**config.mk**
```make
export PLATFORM = sky130hd
export DESIGN_NAME = key_filter
export DESIGN_NICKNAME = d
export VERILOG_FILES = /design/src/rtl/key_filter_pkg.sv /design/src/rtl/sync_2ff.sv /design/src/rtl/key_filter.sv
export SDC_FILE = /design/constraint.sdc
export NUM_CORES = 1
export LEC_CHECK = 0
export BUFFER_PORTS_ARGS = -buffer_cell sky130_fd_sc_hd__buf_2
export CAP_MARGIN = 20
export CORE_MARGIN = 3
export CORE_UTILIZATION = 50
export CTS_CLUSTER_DIAMETER = 80
export DETAILED_ROUTE_END_ITERATION = 6
export HOLD_SLACK_MARGIN = 0.06
export PLACE_DENSITY = 0.67
export SLEW_MARGIN = 10
export SYNTH_ARGS = -nofsm -noshare
export SYNTH_HDL_FRONTEND = slang
export SYNTH_SLANG_ARGS = --single-unit
```
**constraint.sdc**
```tcl
create_clock -name sys_clk -period 5.2 [get_ports sys_clk]
set_input_delay 0.26 -clock sys_clk [delete_from_list [all_inputs] [get_ports sys_clk]]
set_output_delay 0.26 -clock sys_clk [all_outputs]
set_load 0.05 [all_outputs]
```
**src/rtl/key_filter_pkg.sv**
```systemverilog
// Shared constants for the key debouncer: FSM state codes, default timing
// values and the counter-width helper.
package key_filter_pkg;

  // 20 ms debounce window and 1 s long press at 50 MHz.
  localparam int unsigned CNT_MAX_DEF  = 999_999;
  localparam int unsigned LONG_MAX_DEF = 49_999_999;

  localparam logic [1:0] IDLE       = 2'd0;
  localparam logic [1:0] PRESS_FILT = 2'd1;
  localparam logic [1:0] DOWN       = 2'd2;
  localparam logic [1:0] REL_FILT   = 2'd3;

  // Bits needed to hold every value in 0..max_val.
  function automatic int unsigned cnt_width(input int unsigned max_val);
    int unsigned w;
    w = $clog2(max_val + 1);
    return (w < 1) ? 1 : w;
  endfunction

endpackage

```
**src/rtl/sync_2ff.sv**
```systemverilog
// Generic two-flop synchronizer for asynchronous inputs; the reset value is a
// parameter so the output idles at the input's inactive level.
module sync_2ff #(
  parameter int unsigned           WIDTH   = 1,
  parameter logic [WIDTH-1:0]      RST_VAL = '0
) (
  input  logic             clk,
  input  logic             rst_n,
  input  logic [WIDTH-1:0] i_d,
  output logic [WIDTH-1:0] o_q
);

  logic [WIDTH-1:0] r_meta;
  logic [WIDTH-1:0] r_sync;

  // NOTE: flops use non-blocking assignments so both stages sample the old
  // values on the same edge; blocking here would collapse the chain to one flop.
  always_ff @(posedge clk or negedge rst_n) begin
    if (!rst_n) begin
      r_meta <= RST_VAL;
      r_sync <= RST_VAL;
    end else begin
      r_meta <= i_d;
      r_sync <= r_meta;
    end
  end

  assign o_q = r_sync;

endmodule

```
**src/rtl/key_filter.sv**
```systemverilog
// Push-button debouncer: single-cycle key_flag per confirmed press, debounced
// key_state level, and (with KEY_LONG_PRESS_EN defined) a one-shot long_flag.
module key_filter
  import key_filter_pkg::*;
#(
  parameter int unsigned CNT_MAX    = CNT_MAX_DEF,
  parameter logic        KEY_ACTIVE = 1'b0,
  parameter int unsigned LONG_MAX   = LONG_MAX_DEF
) (
  input  logic sys_clk,
  input  logic sys_rst_n,
  input  logic key_in,
  output logic key_flag,
  output logic key_state,
  output logic long_flag
);

`ifdef KEY_LONG_PRESS_EN
  // The counter must also hold the saturation value LONG_MAX+1.
  localparam int unsigned CW =
    cnt_width((CNT_MAX > LONG_MAX + 1) ? CNT_MAX : LONG_MAX + 1);
  localparam logic [CW-1:0] LONG_END = CW'(LONG_MAX);
  localparam logic [CW-1:0] LONG_SAT = CW'(LONG_MAX + 1);
`else
  localparam int unsigned CW = cnt_width(CNT_MAX);
`endif
  localparam logic [CW-1:0] CNT_END = CW'(CNT_MAX);

  logic          w_key_sync;
  logic          w_pressed;
  logic [1:0]    r_state;
  logic [CW-1:0] r_cnt;
  logic          r_flag;
  logic          r_key_state;
  logic          r_long;

  sync_2ff #(
    .WIDTH   (1),
    .RST_VAL (~KEY_ACTIVE)
  ) u_sync (
    .clk   (sys_clk),
    .rst_n (sys_rst_n),
    .i_d   (key_in),
    .o_q   (w_key_sync)
  );

  assign w_pressed = (w_key_sync == KEY_ACTIVE);

  always_ff @(posedge sys_clk or negedge sys_rst_n) begin
    if (!sys_rst_n) begin
      r_state     <= IDLE;
      r_cnt       <= '0;
      r_flag      <= 1'b0;
      r_key_state <= 1'b0;
      r_long      <= 1'b0;
    end else begin
      // NOTE: pulses default low every cycle and are raised only on the
      // transition edge, which makes them exactly one cycle wide.
      r_flag <= 1'b0;
      r_long <= 1'b0;
      case (r_state)
        IDLE: begin
          if (w_pressed) begin
            r_cnt   <= '0;
            r_state <= PRESS_FILT;
          end
        end
        PRESS_FILT: begin
          if (!w_pressed) begin
            r_cnt   <= '0;
            r_state <= IDLE;
          end else if (r_cnt == CNT_END) begin
            r_cnt       <= '0;
            r_flag      <= 1'b1;
            r_key_state <= 1'b1;
            r_state     <= DOWN;
          end else begin
            r_cnt <= r_cnt + 1'b1;
          end
        end
        DOWN: begin
          if (!w_pressed) begin
            r_cnt   <= '0;
            r_state <= REL_FILT;
`ifdef KEY_LONG_PRESS_EN
          end else if (r_cnt == LONG_END) begin
            r_long <= 1'b1;
            r_cnt  <= LONG_SAT;
          end else if (r_cnt != LONG_SAT) begin
            r_cnt <= r_cnt + 1'b1;
`else
          end else begin
            r_cnt <= '0;
`endif
          end
        end
        REL_FILT: begin
          if (w_pressed) begin
            r_cnt   <= '0;
            r_state <= DOWN;
          end else if (r_cnt == CNT_END) begin
            r_cnt       <= '0;
            r_key_state <= 1'b0;
            r_state     <= IDLE;
          end else begin
            r_cnt <= r_cnt + 1'b1;
          end
        end
        default: begin
          r_cnt   <= '0;
          r_state <= IDLE;
        end
      endcase
    end
  end

  assign key_flag  = r_flag;
  assign key_state = r_key_state;
  assign long_flag = r_long;

endmodule

```
# == Word-level counts from Yosys, hierarchy flattened ==
# Index checks and enable logic that the tools add are counted.
# totals
output_inout_bits,3
ff_bits,26
wordCells,43
input_bits,3
# classes
add_sub_neg,1
n_eq_ne,12
n_mux,20
reduce_logical,4
# op_table
operator,count
20-bit 2-to-1 mux,4
20-bit one-hot mux with 4 select lines,1
20-bit by 1-bit adder with 20-bit output (second input constant),1
20-bit equality test (second input constant),1
2-bit 2-to-1 mux,6
2-bit != test (second input constant),4
2-bit one-hot mux with 4 select lines,1
1-bit 2-to-1 mux,7
5-bit AND reduction,1
2-bit equality test (second input constant),2
2-bit by 1-bit != test with 1-bit output (second input constant),2
4-bit AND reduction,1
3-bit by 2-bit != test with 1-bit output (second input constant),1
3-bit != test (second input constant),1
2-bit by 1-bit equality test with 1-bit output (second input constant),1
2-bit zero test,1
1-bit one-hot mux with 2 select lines,1
2-bit nonzero test,1

# == Depth between registers and ports, before layout ==
# logic_depth
ltp_word,4
depth_mapped,7
depth_no_buf,6

# == By module ==
# Synthesis repeated with hierarchy kept, for this count alone.
# hier_totals
cells_unflattened,140
hier_area_um2,1386.3
# by_module_without_submodules
mod,area_each_um2,cells_per_inst,seq_area_each_um2,n_inst
key_filter,1333.8,138,600.6,1
sync_2ff,52.6,2,52.6,1

# == Worst setup path before layout ==
# No wires, ideal clock.
# synth_path
kind,register to register
startpoint,register r_cnt[0]
endpoint,register r_cnt[0]
setup_slack_ps,3492
n_path_buf,1
setup_time_ps,125
path_stages_with_launch,7
t_required_ps,5075
t_arrival_ps,1584
synth_period_minus_slack_ps,1708
cell_sequence,dfrtp_1 -> ha_1 -> nand3_4 -> nor4_4 -> a21oi_4 -> buf_6 -> mux2_2
# synth_via
elab_chain_cells,4
word_cells_on_any_way,6
classes_between,1 x add/sub; 1 x eq/ne; 4 x mux
# synth_lines
item,line_no,text
from (decl),key_filter.sv:32,logic [CW-1:0] r_cnt;
from (signal assigned),key_filter.sv:78,r_cnt <= r_cnt + 1'b1;
from (signal assigned),key_filter.sv:106,r_cnt <= r_cnt + 1'b1;
20-bit by 1-bit adder with 20-bit output / 20-bit equality test (equally long branches),n/a,
20-bit 2-to-1 mux *,"key_filter.sv:72, key_filter.sv:101",
"20-bit 2-to-1 mux, on equally long branches","key_filter.sv:98, key_filter.sv:69",
20-bit one-hot mux with 4 select lines *,key_filter.sv:61,case (r_state)
# Every way passes the cells marked *; elsewhere a longest branch is shown, timed or not.
# A chain may end at the register's enable or synchronous reset.

# == Final worst setup path ==
# layout_path
startpoint,register r_cnt[0]
endpoint,register r_cnt[2]
# Same word-level chain as after synthesis.

==> impl_metrics.csv <==
group,metric,value,unit
setup_path,rrSetupSlack,3.08,ns
clock_tree,cts.sink_count,26,
routing,first_pass_iters,4,
routing,num_vias,1131,
synthesis,syn_area_per_cell,9.44,um^2
clock_tree,post-cts-setup-buffer-count,0,
sta,timing.fmax,472,MHz
sta,skew,0.00151,ns
setup_path,crit_path_start_kind,"register",
power,power,344,uW
run,drv_cap,0,
die,pin_count,6,
synthesis,yosysSeqAreaShare,46.1,%
layout,final_nets,155,
synthesis,synth-edff-count,0,
placement,place_worst_setup_slack,3.13,ns
routing,viasPerCell,6.28,
setup_path,ff2ff_path_depth,6,
routing,antenna_left,0,
clock_tree,ctsHtreeMaxLevel,1,
setup_path,cp_max_fo,36,
sta,rsz0062_at_grt,"false",
power,p_per_area,236,nW/um^2
synthesis,netlist_top_cells_area,"dfrtp_1 42%, a31oi_1 4.9%, nand2_1 4.5%",
setup_path,end_kind,"register",
layout,synthToLayoutAreaGrowth,3.09,%
synthesis,syn_nets,154,
synthesis,synth_top_cell_by_area,"dfrtp_1",
sta,finalCritPeriodShare,40.7,%
sta,relSlewSlack,46.4,%
global_routing,grt_use_total,17.8,%
setup_path,arrival,2.36,ns
min_path,hold_path.class,"register to register",
placement,place_congestion,0.804,
clock_tree,cts_resized,0,
die,rows,18,
global_routing,antenna_found_initial,0,
layout,final.fill_count,234,
setup_path,crit_end,"r_cnt[2]",
sta,worst_pin_slew,0.802,ns
power,power_leakage,0.000616,uW
global_routing,grt_pass1_wl,4820,um
global_routing,grt_overflow,0,
clock_tree,cts_buffers,3,
synthesis,synthFlopType,"dfrtp_1",
setup_path,r2r-end,"r_cnt[2]",
synthesis,async_flop_share,100,%
die,start_util,54.7,%
clock_tree,cts_hold_buf,2,
global_routing,grt_max_degree,37,
power,peakVddDrop,0.000222,V
routing,drt_iter0_drc,32,
placement,dp_hpwl,1850,um
die,chipWidth,59.2,um
sta,maxSlewViolCount,0,
synthesis,synth_common_cells,"24 x dfrtp_1, 17 x nand2_1, 12 x a21oi_1, 12 x nand3_1, 11 x a31oi_1",
synthesis,synth_top_area_share,42.4,%
synthesis,synth_seq_cells,26,
sta,setup_viol,0,
sta,hold_viol_final,0,
clock_tree,root_buffer,"clkbuf_4",
setup_path,crit_start,"r_cnt[0]",
clock_tree,cts_tree,"yes",
die,die_area,3510,um^2
setup_path,r2r-start,"r_cnt[0]",
die,coreArea,2590,um^2
sta,tns,0,ns
synthesis,ys_types,43,
setup_path,worstSetupPathType,"register to register",
clock_tree,insertion_delay,0.31,ns
layout,diodes,0,
sta,setup_ws,3.08,ns
sta,finalCriticalPeriod,2.12,ns
setup_path,worst_ep_required_time,5.44,ns
routing,wl_per_cell,15.1,um
clock_tree,clockBufferDepth,2,
die,die-height,59.2,um
layout,drive_above_1_share,9.33,%
routing,remaining_drc_errors,0,
synthesis,yosysMostFrequentCell,"dfrtp_1",
clock_tree,path_clk_slew,0.13,ns
status,status,"finished, final reports clean",
global_routing,grt_pass1_vias,1066,
layout,utilization,56.4,%
synthesis,yosysWarnings,0,
synthesis,netlist_instances,150,
placement,portBuffers,4,
routing,wl,2710,um
synthesis,synth_area,1420,um^2
==> cell usage in the layout (no fill, tap or decap), drive strengths merged, types with 2 or more instances in the layout <==
| cell | count |
|---|---|
| dfrtp | 24 |
| nand2 | 17 |
| nand3 | 13 |
| a21oi | 13 |
| a31oi | 11 |
| o21ai | 8 |
| nor2 | 6 |
| inv | 4 |
| and3 | 4 |
| and2 | 4 |
| a41oi | 4 |
| buf | 4 |
| clkbuf | 4 |
| nor3 | 3 |
| and4 | 3 |
| o22ai | 2 |
| nand4 | 2 |
| mux2i | 2 |
| dlygate4sd3 | 2 |
| dfstp | 2 |
| nor4 | 2 |
==> state kept, by name (all words and copies together) (netlist names), named ones only <==
register and flops:
r_cnt 20, key_flag 1, key_state 1, r_state 1, u_sync.o_q 1, u_sync.r_meta 1
==> through the flow <==
stage               cells  cell area (um^2)  hold slack (ns)
finish                180              1460            0.366
floorplan             150              1420          -0.0356
global placement      174              1400            0.283
detailed placement    174              1400            0.282
global route          180              1460            0.379
CTS                   180              1460            0.360
==> kinds of logic after synthesis <==
| group | after synthesis | synth area share (%) |
|---|---|---|
| simple gates | 59 | 23.5 |
| other cells | 1 | 0.265 |
| mux | 3 | 2.21 |
| compound gates | 45 | 20.4 |
| flops | 26 | 46.1 |
| fa+ha+maj | 1 | 0.883 |
| xor+xnor | 1 | 0.618 |
| buf+inv | 14 | 6.01 |
==> worst max-delay path: stages (launching register included) <==
cell and delay (ns):
dfrtp_1 0.44, ha_1 0.30, nand3_4 0.14, nor4_4 0.06
a21oi_4 0.65, or2b_1 0.28, a31oi_1 0.17
==> worst min-delay path by stage <==
stage / start / to / slack (ns) / cells past startpoint
floorplan: sys_rst_n / async pin / -0.04 / 0
global placement: sys_rst_n / key_flag / 0.28 / 1
detailed placement: sys_rst_n / key_flag / 0.28 / 1
CTS: u_sync.r_meta / u_sync.o_q / 0.36 / 0
global route: u_sync.r_meta / u_sync.o_q / 0.38 / 0
finish: u_sync.r_meta / u_sync.o_q / 0.37 / 0
==> final cells by class <==
type,count,area [um^2],area share [%]
Clock buffer,4,36.3,2.49
Inverter,4,15.0,1.03
Multi-Input combinational cell,110,678,46.4
Sequential cell,26,653,44.7
Tap cell,30,37.5,2.57
Timing Repair Buffer,6,40.0,2.74
==> report_power, final <==
| group | switching [uW] | total [uW] | internal, uW |
|---|---|---|---|
| sequential | 9.49 | 218 | 208 |
| clock | 57.3 | 100 | 42.8 |
| combinational | 17.5 | 26.2 | 8.68 |
| total | 84.3 | 344 | 260 |
==> routing by layer <==
metal  vias to the layer above  wire (um)  track usage (%)
li1                        551          -                -
met1                       551       1290             23.9
met2                        27       1290             29.3
met3                         2        112             3.92
met4                         0         18             3.88
met5                         -          0                0
Power figures use the tool's default switching activity.
